## src/rtl/elevator_pkg.sv

```systemverilog
// Shared types and constants for the elevator car sequencer.
package elevator_pkg;

  typedef enum logic [1:0] {
    IDLE = 2'd0,
    MOVE = 2'd1,
    DOOR = 2'd2
  } state_t;

  localparam logic DIR_UP   = 1'b1;
  localparam logic DIR_DOWN = 1'b0;

  localparam int unsigned DEFAULT_NUM_FLOORS = 8;

endpackage

```

## src/rtl/floor_mask_search.sv

```systemverilog
// Reports whether any request is pending strictly above or strictly below a floor.
module floor_mask_search
  import elevator_pkg::*;
#(
  parameter int unsigned NUM_FLOORS = DEFAULT_NUM_FLOORS,
  parameter int unsigned FLOOR_W    = 3
) (
  input  logic [NUM_FLOORS-1:0] pending,
  input  logic [FLOOR_W-1:0]    cur,
  output logic                  above,
  output logic                  below
);

  always_comb begin
    above = 1'b0;
    below = 1'b0;
    for (int unsigned i = 0; i < NUM_FLOORS; i++) begin
      if (i > 32'(cur)) above = above | pending[i];
      if (i < 32'(cur)) below = below | pending[i];
    end
  end

endmodule

```

## src/rtl/elevator_scheduler.sv

```systemverilog
// Single-car SCAN scheduler: latches floor requests, steps the car one floor per
// TRAVEL_CYCLES and holds the door for DOOR_CYCLES at each served floor.
module elevator_scheduler
  import elevator_pkg::*;
#(
  parameter int unsigned NUM_FLOORS    = DEFAULT_NUM_FLOORS,
  parameter int unsigned FLOOR_W       = 3,
  parameter int unsigned TRAVEL_CYCLES = 4,
  parameter int unsigned DOOR_CYCLES   = 3
) (
  input  logic                  clk,
  input  logic                  reset,
  input  logic                  req_valid,
  input  logic [FLOOR_W-1:0]    req_floor,
  output logic [FLOOR_W-1:0]    current_floor,
  output logic                  direction,
  output logic                  moving,
  output logic                  door_open,
  output logic                  arrive,
  output logic [NUM_FLOORS-1:0] pending
);

  localparam int unsigned TIMER_W = $clog2(TRAVEL_CYCLES + DOOR_CYCLES);
  localparam logic [TIMER_W-1:0] TRAVEL_LOAD = TIMER_W'(TRAVEL_CYCLES - 1);
  localparam logic [TIMER_W-1:0] DOOR_LOAD   = TIMER_W'(DOOR_CYCLES - 1);

  state_t                  state;
  logic [TIMER_W-1:0]      timer;
  logic [FLOOR_W-1:0]      nxt;
  logic                    nxt_hit;
  logic                    above, below, nxt_above, nxt_below;
  logic                    door_hold;
  logic [NUM_FLOORS-1:0]   set_mask, clr_mask;

  // Floor the car reaches when the current one-floor move completes.
  assign nxt     = (direction == DIR_UP) ? current_floor + FLOOR_W'(1)
                                         : current_floor - FLOOR_W'(1);
  assign nxt_hit = (32'(nxt) < NUM_FLOORS) && pending[nxt];

  floor_mask_search #(.NUM_FLOORS(NUM_FLOORS), .FLOOR_W(FLOOR_W)) u_search_cur (
    .pending (pending),
    .cur     (current_floor),
    .above   (above),
    .below   (below)
  );

  floor_mask_search #(.NUM_FLOORS(NUM_FLOORS), .FLOOR_W(FLOOR_W)) u_search_nxt (
    .pending (pending),
    .cur     (nxt),
    .above   (nxt_above),
    .below   (nxt_below)
  );

  // A request for the open-door floor extends the door instead of latching.
  always_comb begin
    set_mask  = '0;
    clr_mask  = '0;
    door_hold = 1'b0;
    if (req_valid && (32'(req_floor) < NUM_FLOORS)) begin
      if (state == DOOR && req_floor == current_floor) door_hold = 1'b1;
      else set_mask[req_floor] = 1'b1;
    end
    if (state == IDLE && pending[current_floor]) clr_mask[current_floor] = 1'b1;
    if (state == MOVE && timer == '0 && nxt_hit) clr_mask[nxt] = 1'b1;
  end

  assign moving    = (state == MOVE);
  assign door_open = (state == DOOR);

  always_ff @(posedge clk) begin
    if (!reset) begin
      state         <= IDLE;
      current_floor <= '0;
      direction     <= DIR_UP;
      pending       <= '0;
      arrive        <= 1'b0;
      timer         <= '0;
    end else begin
      pending <= (pending | set_mask) & ~clr_mask;
      arrive  <= 1'b0;
      unique case (state)
        IDLE: begin
          if (pending[current_floor]) begin
            state <= DOOR;
            timer <= DOOR_LOAD;
          end else if (above && (direction || !below)) begin
            direction <= DIR_UP;
            state     <= MOVE;
            timer     <= TRAVEL_LOAD;
          end else if (below) begin
            direction <= DIR_DOWN;
            state     <= MOVE;
            timer     <= TRAVEL_LOAD;
          end
        end
        MOVE: begin
          if (timer != '0) begin
            timer <= timer - TIMER_W'(1);
          end else begin
            current_floor <= nxt;
            arrive        <= 1'b1;
            if (nxt_hit) begin
              state <= DOOR;
              timer <= DOOR_LOAD;
            end else if (direction ? nxt_above : nxt_below) begin
              timer <= TRAVEL_LOAD;
            end else if (direction ? nxt_below : nxt_above) begin
              direction <= ~direction;
              timer     <= TRAVEL_LOAD;
            end else begin
              state <= IDLE;
            end
          end
        end
        DOOR: begin
          if (door_hold) begin
            timer <= DOOR_LOAD;
          end else if (timer != '0) begin
            timer <= timer - TIMER_W'(1);
          end else if (direction ? above : below) begin
            state <= MOVE;
            timer <= TRAVEL_LOAD;
          end else if (direction ? below : above) begin
            direction <= ~direction;
            state     <= MOVE;
            timer     <= TRAVEL_LOAD;
          end else begin
            state <= IDLE;
          end
        end
        default: state <= IDLE;
      endcase
    end
  end

endmodule
```

## config.mk

```make
export PLATFORM = sky130hd
export DESIGN_NAME = elevator_scheduler
export DESIGN_NICKNAME = d
export VERILOG_FILES = /design/src/rtl/elevator_pkg.sv /design/src/rtl/floor_mask_search.sv /design/src/rtl/elevator_scheduler.sv
export SDC_FILE = /design/constraint.sdc
export NUM_CORES = 1
export LEC_CHECK = 0
export BUFFER_PORTS_ARGS = -buffer_cell sky130_fd_sc_hd__buf_2
export CAP_MARGIN = 15
export CORE_MARGIN = 4
export CORE_UTILIZATION = 45
export DETAILED_ROUTE_END_ITERATION = 8
export GPL_ROUTABILITY_DRIVEN = 0
export PLACE_DENSITY_LB_ADDON = 0.1
export SLEW_MARGIN = 20
export SYNTH_ARGS = -nofsm -noshare
export SYNTH_HDL_FRONTEND = slang
export SYNTH_SLANG_ARGS = --single-unit
export TNS_END_PERCENT = 5
```

## constraint.sdc

```tcl
create_clock -name clk -period 5.9 [get_ports clk]
set_clock_uncertainty 0.05 [all_clocks]
set_input_delay 0.295 -clock clk [delete_from_list [all_inputs] [get_ports clk]]
set_output_delay 0.295 -clock clk [all_outputs]
set_load 0.05 [all_outputs]
```

==> summary.md <==
| Metric | Value |
|---|---|
| Status | finished clean |
| Core Area | 0.00403 mm2 |
| Die width | between 70 and 80 um |
| Critical path endpoint category | flip-flop |
| HP Start | req_floor[1] |
| Final setup viols | 0 |
| EDFF count, synth | 0 |
| Routed Antenna Nets | 0 |
| Vias | 1881 |
| Vias in the first global route | between 1.5k and 2k |
| Crit path kind | reg -> reg |
| I/O pin total | 21 |
| Post-Syn Area | between 0.0015 and 0.002 mm2 |
| Setup TNS | 0 ns |
| Hold crit path type | in -> reg |
| Least-Margin Pin Slew | approximately 0.92 ns |
| Initial core utilization | 46.9% |
| CP Max Fanout | 29 |
| Post-CTS resize count | 0 |
| Mapped Cells | 243 |
| Yosys warns | 0 |
| Drt pass-1 iters | 4 |
| Iteration-0 DRC Markers | 149 |
| Tot GR Track Use | 20.3% |
| Worst-Skew Late Latency | 0.26 ns |
| Synth cell types | 72 |
| Root buffer cell | clkbuf_8 |
| Rows | 23 |
| Largest net degree at the start of global routing | 30 |
| DRT Wirelength | between 5000 and 6000 um |
| DP HPWL | roughly 3700 um |
| Worst path arrival time | between 3 and 4 ns |
| Crit path from | current_floor[0]$_SDFFE_PN0P_ |
| Final nets | 271 |
| Post-cts hold buffer count | 0 |
| Critical path startpoint category | flip-flop |
| Fmax | 0.268 GHz |
| Leakage | 0.786 nW |
| Post-CTS Setup Inserts | 0 |
| MaxCap Viol Count | 0 |
| RSZ-0062 raised after global routing | false |
| IO buf count | 20 |
| CTS tree | built |
| Reg clk slew, reported paths | 0.07 ns |
| Syn-to-layout area delta | 7.68% |
| Max-slew violations | 0 |
| VDD IR max | 0.189 mV |
| Syn Area/Cell | just under 8 um2 |
| Hold Vio Cnt, Final | 0 |
| Post-DR vias/cell | 6.23 |
| Antenna diodes | 0 |
| Remaining DRCs | 0 |
| Layout cell share with drive strength beyond 1 | 15.9% |
| DR WL/cell | 17.2 um |
| Global route overflow | 0 |
| Clock sink total | 18 |
| Sequential area share after synthesis | 19.1% |
| Fin crit share | 63.2% |
| Synth Net Count | 261 |
| Pwr/cell area | 421 mW/mm2 |
| Final core occ | 50.5% |
| Die area | ~0.0053 mm2 |
| Asr flop ratio synth | 0% |
| Reg-to-reg startpoint | current_floor[0]$_SDFFE_PN0P_ |
| Relative slew slack | 38.7% |
| H-tree levels | 1 |
| Seq cells post-synth | 18 |
| FILL cells | slightly below 400 |
| Clock Tree Buf Depth | 2 |
| DIE HEIGHT | ~73 um |
| Dominant synthesized flop cell | dfxtp_1 |
| Worst Path Required | ~6.0 ns |
| Cts bufs inserted | 3 |
| First-pass GRT wire length | 8610 um |
| Min cycle time layout | 3.73 ns |
| Antenna violations before repair | 0 |
==> state kept, by name, indices dropped and copies added (netlist names) <==
| signal | cells |
|---|---|
| direction | 1 |
| state | 2 |
| current_floor | 3 |
| pending | 8 |
| timer | 3 |
| arrive | 1 |
==> routing by layer <==
layer	share of wire (%)	vias to the layer above	routed length [um]	track usage, %
met2	44	59	2300	31.8
li1	-	935	-	-
met5	0	-	0	0
met4	1.4	0	74	3.89
met1	49	881	2530	29.3
met3	5.6	6	292	3.58
==> report_power, final <==
| group | switching [mW] | leakage [nW] | internal, mW |
|---|---|---|---|
| sequential | 0.0395 | 0.147 | 0.143 |
| clock | 0.0448 | 0.0288 | 0.0594 |
| combinational | 0.355 | 0.611 | 0.216 |
==> per-stage QoR <==
stage | total power [mW] | cells | hold slack (ns) | instance area, um2 | setup slack [ns]
4_1_cts | 0.857 | 302 | 0.390 | 2040 | 2.21
5_1_grt | 0.922 | 302 | 0.421 | 2040 | 1.97
2_1_floorplan | 0.646 | 243 | 0.386 | 1890 | 2.36
3_5_place_dp | 0.746 | 298 | 0.413 | 1980 | 2.25
6_report | 0.857 | 302 | 0.395 | 2040 | 2.17
3_3_place_gp | 0.749 | 298 | 0.404 | 1980 | 2.36
==> kinds of logic after synthesis <==
kind of cell,after synthesis,synth area share [%]
buf+inv,30,7.01
mux,2,1.79
fa+ha+maj,12,7.94
flops,18,19.1
simple gates,88,26.2
xor+xnor,7,5.03
compound gates,86,33.0
==> layout make-up <==
class,count,area [um2],area share (%)
Sequential cell,18,360,17.7
Inverter,14,52.6,2.58
Timing Repair Buffer,21,108,5.29
Clock buffer,4,55.1,2.70
Tap cell,50,62.6,3.07
Multi-Input combinational cell,195,1400,68.7
==> cells in the mapped netlist, drive strengths merged, types with 4 or more instances <==
master  instances  area share, %
a211oi          8            3.4
a21boi          4            1.6
a21oi          17            4.5
a31oi           4            1.3
and2            4            1.3
buf             9            2.8
clkbuf          7            1.5
dfxtp          18             19
ha             12            7.9
inv            14            2.8
nand2          15            3.0
nand2b          9            3.0
nand3           6            1.6
nor2           14            2.8
nor2b           6            2.0
nor3           10            2.6
nor4            4            1.7
o21ai          17            4.5
xnor2           5            2.7
==> layout by cell type (no fill, tap or decap), types with 4 or more instances in the layout <==
master | synthesis | routed
a211oi_1 | 7 | 7
a21oi_1 | 17 | 17
a31oi_1 | 4 | 4
and2_1 | 4 | 4
buf_2 | 6 | 20
clkbuf_8 | 0 | 4
dfxtp_1 | 18 | 18
ha_1 | 12 | 12
inv_1 | 13 | 13
nand2_1 | 15 | 15
nand2b_1 | 9 | 9
nand3_1 | 6 | 6
nor2_1 | 14 | 14
nor2b_1 | 6 | 6
nor3_1 | 10 | 10
o21ai_0 | 17 | 17
xnor2_1 | 4 | 4
==> critical path: stages, from the launching register on <==
cell and delay (ns):
dfxtp_1 0.44, buf_4 0.34, inv_2 0.20, ha_1 0.61, xor2_4 0.22, o311ai_2 0.16
o32ai_2 0.31, nor4_2 0.15, a2111o_1 0.44, or4_1 0.51, a32oi_1 0.21
==> final timing paths <==
| kind | to | slack (ns) | cells past startpoint |
|---|---|---|---|
| setup / recovery | direction$_SDFFE_PN1P_ | 2.17 | 10 |
| hold / removal | pending[6]$_SDFF_PN0_ | 0.39 | 3 |
| setup reg to reg | direction$_SDFFE_PN1P_ | 2.17 | 10 |
| hold reg to reg | timer[1]$_SDFFE_PN0P_ | 0.43 | 2 |
(Power assumes the default switching activity.)
